`src/rtl/cpu_pkg.sv`:
```
// Shared types for the CPU memory path: access FSM states,
// operation encoding and default bus widths.
package cpu_pkg;

    localparam int ADDR_W_DFLT = 9;
    localparam int DATA_W_DFLT = 32;

    typedef enum logic [1:0] {
        IDLE,
        WAIT,
        ACCESS,
        DONE
    } mem_state_t;

    typedef enum logic {
        OP_RD,
        OP_WR
    } mem_op_t;

endpackage

```
`src/rtl/mem_access_ctrl_if.sv`:
```
// Memory-side bus between the access controller and the
// 512x32 memory subsystem.
interface mem_access_ctrl_if
    import cpu_pkg::*;
#(
    parameter int ADDR_W = ADDR_W_DFLT,
    parameter int DATA_W = DATA_W_DFLT
);

    logic [ADDR_W-1:0] mem_addr;
    logic [DATA_W-1:0] mem_datain;
    logic              mem_write;
    logic [DATA_W-1:0] mem_dataout;

    modport master (
        output mem_addr,
        output mem_datain,
        output mem_write,
        input  mem_dataout
    );

    modport slave (
        input  mem_addr,
        input  mem_datain,
        input  mem_write,
        output mem_dataout
    );

endinterface

```
`src/rtl/mar_mdr_regs.sv`:
```
// MAR and MDR holding registers; the MDR takes either the
// datapath bus or captured memory read data.
module mar_mdr_regs
    import cpu_pkg::*;
#(
    parameter int ADDR_W = ADDR_W_DFLT,
    parameter int DATA_W = DATA_W_DFLT
) (
    input  logic              clk,
    input  logic              clr_n,
    input  logic [DATA_W-1:0] bus_in,
    input  logic              mar_ld,
    input  logic              mdr_ld,
    input  logic              mdr_cap,
    input  logic [DATA_W-1:0] mem_dataout,
    output logic [ADDR_W-1:0] mar,
    output logic [DATA_W-1:0] mdr
);

    always_ff @(posedge clk or negedge clr_n) begin
        if (!clr_n) begin
            mar <= '0;
            mdr <= '0;
        end else begin
            if (mar_ld)
                mar <= bus_in[ADDR_W-1:0];
            if (mdr_cap)
                mdr <= mem_dataout;
            else if (mdr_ld)
                mdr <= bus_in;
        end
    end

endmodule

```
`src/rtl/mem_access_ctrl.sv`:
```
// Single-word memory access sequencer: fixed wait states, one
// access cycle, one done cycle; requests while busy are dropped.
module mem_access_ctrl
    import cpu_pkg::*;
#(
    parameter int          ADDR_W      = ADDR_W_DFLT,
    parameter int          DATA_W      = DATA_W_DFLT,
    parameter int unsigned WAIT_CYCLES = 2
) (
    input  logic              clk,
    input  logic              clr_n,
    input  logic [DATA_W-1:0] bus_in,
    input  logic              mar_in,
    input  logic              mdr_in,
    input  logic              rd_req,
    input  logic              wr_req,
    output logic              busy,
    output logic              done,
    output logic              req_err,
    output logic [DATA_W-1:0] mdr_out,
    mem_access_ctrl_if.master mem
);

    localparam logic [3:0] CNT_INIT =
        (WAIT_CYCLES == 0) ? 4'd0 : 4'(WAIT_CYCLES - 1);

    mem_state_t        state, state_nx;
    mem_op_t           op, op_nx;
    logic [3:0]        cnt, cnt_nx;
    logic              err_q, err_nx;
    logic [ADDR_W-1:0] mar;
    logic [DATA_W-1:0] mdr;
    logic              idle;
    logic              in_access;

    assign idle      = (state == IDLE);
    assign in_access = (state == ACCESS);

    always_ff @(posedge clk or negedge clr_n) begin
        if (!clr_n) begin
            state <= IDLE;
            op    <= OP_RD;
            cnt   <= '0;
            err_q <= 1'b0;
        end else begin
            state <= state_nx;
            op    <= op_nx;
            cnt   <= cnt_nx;
            err_q <= err_nx;
        end
    end

    always_comb begin
        state_nx = state;
        op_nx    = op;
        cnt_nx   = cnt;
        err_nx   = 1'b0;
        unique case (state)
            IDLE: begin
                if (rd_req && wr_req) begin
                    err_nx = 1'b1;
                end else if (rd_req || wr_req) begin
                    op_nx    = wr_req ? OP_WR : OP_RD;
                    cnt_nx   = CNT_INIT;
                    state_nx = (WAIT_CYCLES == 0) ? ACCESS : WAIT;
                end
            end
            WAIT: begin
                if (cnt == 4'd0)
                    state_nx = ACCESS;
                else
                    cnt_nx = cnt - 4'd1;
            end
            ACCESS: state_nx = DONE;
            DONE:   state_nx = IDLE;
            default: state_nx = IDLE;
        endcase
        // Requests arriving mid-transaction are never queued
        if (!idle && (rd_req || wr_req))
            err_nx = 1'b1;
    end

    mar_mdr_regs #(
        .ADDR_W (ADDR_W),
        .DATA_W (DATA_W)
    ) u_regs (
        .clk         (clk),
        .clr_n       (clr_n),
        .bus_in      (bus_in),
        .mar_ld      (idle && mar_in),
        .mdr_ld      (idle && mdr_in),
        .mdr_cap     (in_access && (op == OP_RD)),
        .mem_dataout (mem.mem_dataout),
        .mar         (mar),
        .mdr         (mdr)
    );

    assign busy           = !idle;
    assign done           = (state == DONE);
    assign req_err        = err_q;
    assign mdr_out        = mdr;
    assign mem.mem_addr   = mar;
    assign mem.mem_datain = mdr;
    assign mem.mem_write  = in_access && (op == OP_WR);

endmodule
```
`src/flat_wrapper.sv`:
```
// flat-port wrapper written by rule: the top's interface ports become plain ports
module mem_access_ctrl_flat import cpu_pkg::*;
#(
    parameter int          ADDR_W      = ADDR_W_DFLT,
    parameter int          DATA_W      = DATA_W_DFLT,
    parameter int unsigned WAIT_CYCLES = 2
)
  (clk, clr_n, bus_in, mar_in, mdr_in, rd_req, wr_req, busy, done, req_err, mdr_out, mem_mem_addr, mem_mem_datain, mem_mem_write, mem_mem_dataout);
  mem_access_ctrl_if #(.ADDR_W(ADDR_W), .DATA_W(DATA_W)) mem_i ();
  input  logic clk;
  input  logic clr_n;
  input  logic [DATA_W-1:0] bus_in;
  input  logic mar_in;
  input  logic mdr_in;
  input  logic rd_req;
  input  logic wr_req;
  output logic busy;
  output logic done;
  output logic req_err;
  output logic [DATA_W-1:0] mdr_out;
  output wire logic [$bits(mem_i.mem_addr)-1:0] mem_mem_addr;
  output wire logic [$bits(mem_i.mem_datain)-1:0] mem_mem_datain;
  output wire logic [$bits(mem_i.mem_write)-1:0] mem_mem_write;
  input wire logic [$bits(mem_i.mem_dataout)-1:0] mem_mem_dataout;
  assign mem_mem_addr = mem_i.mem_addr;
  assign mem_mem_datain = mem_i.mem_datain;
  assign mem_mem_write = mem_i.mem_write;
  assign mem_i.mem_dataout = mem_mem_dataout;
  mem_access_ctrl #(.ADDR_W(ADDR_W), .DATA_W(DATA_W), .WAIT_CYCLES(WAIT_CYCLES)) u_core (.clk(clk), .clr_n(clr_n), .bus_in(bus_in), .mar_in(mar_in), .mdr_in(mdr_in), .rd_req(rd_req), .wr_req(wr_req), .busy(busy), .done(done), .req_err(req_err), .mdr_out(mdr_out), .mem(mem_i));
endmodule
```
`config.mk`:
```
export PLATFORM = sky130hd
export DESIGN_NAME = mem_access_ctrl_flat
export DESIGN_NICKNAME = d
export VERILOG_FILES = /design/src/rtl/cpu_pkg.sv /design/src/rtl/mem_access_ctrl_if.sv /design/src/rtl/mar_mdr_regs.sv /design/src/rtl/mem_access_ctrl.sv /design/src/flat_wrapper.sv
export SDC_FILE = /design/constraint.sdc
export NUM_CORES = 1
export LEC_CHECK = 0
export CAP_MARGIN = 20
export CORE_ASPECT_RATIO = 0.6
export CORE_MARGIN = 1
export CORE_UTILIZATION = 42
export DETAILED_ROUTE_END_ITERATION = 10
export HOLD_SLACK_MARGIN = 0.05
export PLACE_DENSITY = 0.86
export SLEW_MARGIN = 20
export SYNTH_ARGS = -nofsm -noshare
export SYNTH_HDL_FRONTEND = slang
export SYNTH_SLANG_ARGS = --single-unit
export TNS_END_PERCENT = 50
```
`constraint.sdc`:
```
create_clock -name clk -period 3.59 [get_ports clk]
set_input_delay 0.359 -clock clk [delete_from_list [all_inputs] [get_ports clk]]
set_output_delay 0.359 -clock clk [all_outputs]
set_load 0.005 [all_outputs]
```
==> results.cfg <==
[yosys]
netlist_top_cells_area = dfrtp_1 46%, mux2i_1 12%, buf_4 9.9%
syn-cell-area_um2 = 2650
synth_largest_area_cell = dfrtp_1
yosys_warnings = 0
synthesis.instances = 250
avgSynthCellArea_um2 = 10.6
synth_cell_types = 30
yosys.area.top_type_share_pct = 46.3
syn-num-nets = 329
yosysSeqAreaShare_pct = 46.3
ys_ff_latch = 49

[critical_path]
end_kind = flop
critPathCapture = u_core.u_regs.mdr[13]$_DFFE_PN0P_
cp.arrival_ns = 2.56
r2r_end = u_core.u_regs.mdr[13]$_DFFE_PN0P_
start_kind = flop
crit_type = reg2reg
rr_worst_depth = 6
rrSetupSlack_ns = 1.17
crit_path_start = u_core.state[0]$_DFFE_PN0P_
worstReg2RegStart = u_core.state[0]$_DFFE_PN0P_
crit_fanout = 60
cp.required_ns = 3.73

[timing]
min_period_ns = 2.42
setup_slack_ns = 1.17
final.period_utilization_pct = 67.3
clock_skew_ns = 0.0103
drv_slew = 0
final.setup.tns_ns = 0
rsz0062_at_grt = no
fmax_mhz = 414
relSlewSlack_pct = 30.1
tightest_slew_ns = 1.05
hold_viol = 0
setup_viol = 0

[floorplanning]
initial_utilization_pct = 45.6
dieHeight_um = 63.5
die-area_um2 = 6630
pin_count = 147
chipWidth_um = 104
rows = 21
fp.coreArea_um2 = 5810

[cts]
cts_max_level = 2
path_clk_slew_ns = 0.10
numClockSinks = 49
tritoncts = yes
cts_hold_buf = 0
post_cts_buffers = 0
cts_root_buffer = clkbuf_8
numCtsBuffers = 5
cts_resized = 0
clk_latency_ns = 0.30
clockBufferDepth = 2

[power]
p_leak_nw = 1.81
p_total_mw = 3.34
p_per_area_nw_per_um2 = 837
ir_drop_mv = 0.383

[grt]
grt_first_pass_wirelength_mm = 10.6
antenna_found_initial = 0
grt_max_degree = 61
grt_overflow_total = 0
first_global_vias = 2119
globalRouteTotalUtil_pct = 20.2

[detailed_routing]
via_per_inst = 4.81
drt_iter0_markers = 36
first_pass_iters = 4
ant_nets = 0
drc = 0
totalWireLength_mm = 6.58
num_vias = 2137
wl_per_cell_um = 14.8

[finish]
antenna_cells = 0
fin_nets = 442
drive_gt1_share_pct = 6.87
area_growth_pct = 50.8
post-route-util_pct = 68.7

[placement]
routabilityCongestion = 0.766
io_buffers = 146
hpwl_mm = 5.14
dp_slack_ns = 1.13

[run_status]
outcome = finished, final reports clean

[min_path]
hp-class = in2async

[flow_run]
cap_violations = 0
logic make-up (layout without fill, tap and decap cells):
group           count (synthesis)  count (layout)  synth area share, %
flops                          49              49                 46.3
simple gates                   54              54                 9.03
buf+inv                        50             164                 14.1
mux                            42              42                 16.3
fa+ha+maj                       9               9                 4.26
compound gates                 46              46                 9.93
sequential cells by signal, summed over array words and instances (netlist names):
register           cells
u_core.cnt             4
u_core.op              1
u_core.req_err         1
u_core.state           2
u_core.u_regs.mar      9
u_core.u_regs.mdr     32
worst min-delay path by stage:
stage	to	slack, ns
finish	u_core.u_regs.mar[8]$_DFFE_PN0P_	0.14
global route	u_core.u_regs.mar[4]$_DFFE_PN0P_	0.21
CTS	u_core.u_regs.mdr[12]$_DFFE_PN0P_	0.17
detailed placement	u_core.u_regs.mar[3]$_DFFE_PN0P_	0.49
global placement	u_core.u_regs.mar[0]$_DFFE_PN0P_	0.49
floorplan	u_core.cnt[0]$_DFFE_PN0P_	0.06
critical path, cell delays in order (launching register included):
cell      delay (ns)
dfrtp_1         0.39
inv_1           0.10
ha_1            0.25
nand2b_2        0.38
nand2_2         0.71
nor2_1          0.33
a21oi_1         0.08
power by group:
| group | total, mW | internal, mW | leakage, nW | switching (mW) |
|---|---|---|---|---|
| registers | 1.04 | 0.831 | 0.557 | 0.207 |
| clock network | 0.402 | 0.209 | 0.0543 | 0.193 |
| logic | 1.90 | 1.13 | 1.20 | 0.769 |
| total | 3.34 | 2.17 | 1.81 | 1.17 |
synthesized netlist by cell type, drive strengths merged:
cell / count
a21boi: 1
a21oi: 33
a22oi: 1
a31oi: 1
a32o: 1
and2: 1
buf: 42
dfrtp: 49
ha: 9
inv: 8
mux2: 9
mux2i: 33
nand2: 10
nand2b: 3
nor2: 34
nor2b: 2
nor3: 1
nor3b: 2
nor4b: 1
o211a: 1
o21ai: 7
o22ai: 1
cells in the final DEF, fill, tap and decap left out, types with 2 or more instances in the layout:
master,netlist,final
clkdlybuf4s50_1,0,145
dfrtp_1,49,49
nor2_1,34,34
mux2i_1,33,33
a21oi_1,33,33
nand2_1,9,9
mux2_2,9,9
ha_1,9,9
inv_1,8,8
o21ai_0,5,5
clkbuf_8,0,5
nor2b_1,2,2
nand2b_1,3,2
buf_4,35,2
per-layer routing:
layer / global-route usage (%) / wire length (um) / vias to the layer above / share of wire, %
met5: 0 / 0 / - / 0
met4: 3.75 / 62 / 0 / 0.94
met3: 5.28 / 370 / 9 / 5.6
met2: 34.4 / 3180 / 80 / 48
met1: 26.2 / 2970 / 1009 / 45
li1: - / - / 1039 / -
layout make-up:
| cell class | instances | area [um2] |
|---|---|---|
| fillers | 457 | 1820 |
| repair buffers | 148 | 1470 |
| flip-flops and latches | 49 | 1230 |
| multi-input cells | 151 | 1050 |
| well taps | 80 | 100 |
| clock buffers | 5 | 68.8 |
| clock inverters | 3 | 46.3 |
| inverters | 8 | 30.0 |
through the flow:
stage	hold WS (ns)	area, um2	cells
2_1_floorplan	0.0634	2650	250
3_3_place_gp	0.490	3880	436
3_5_place_dp	0.493	3880	436
4_1_cts	0.170	3990	444
5_1_grt	0.210	3990	444
6_report	0.138	3990	444
Note: power is estimated with default switching activity, not from simulation.
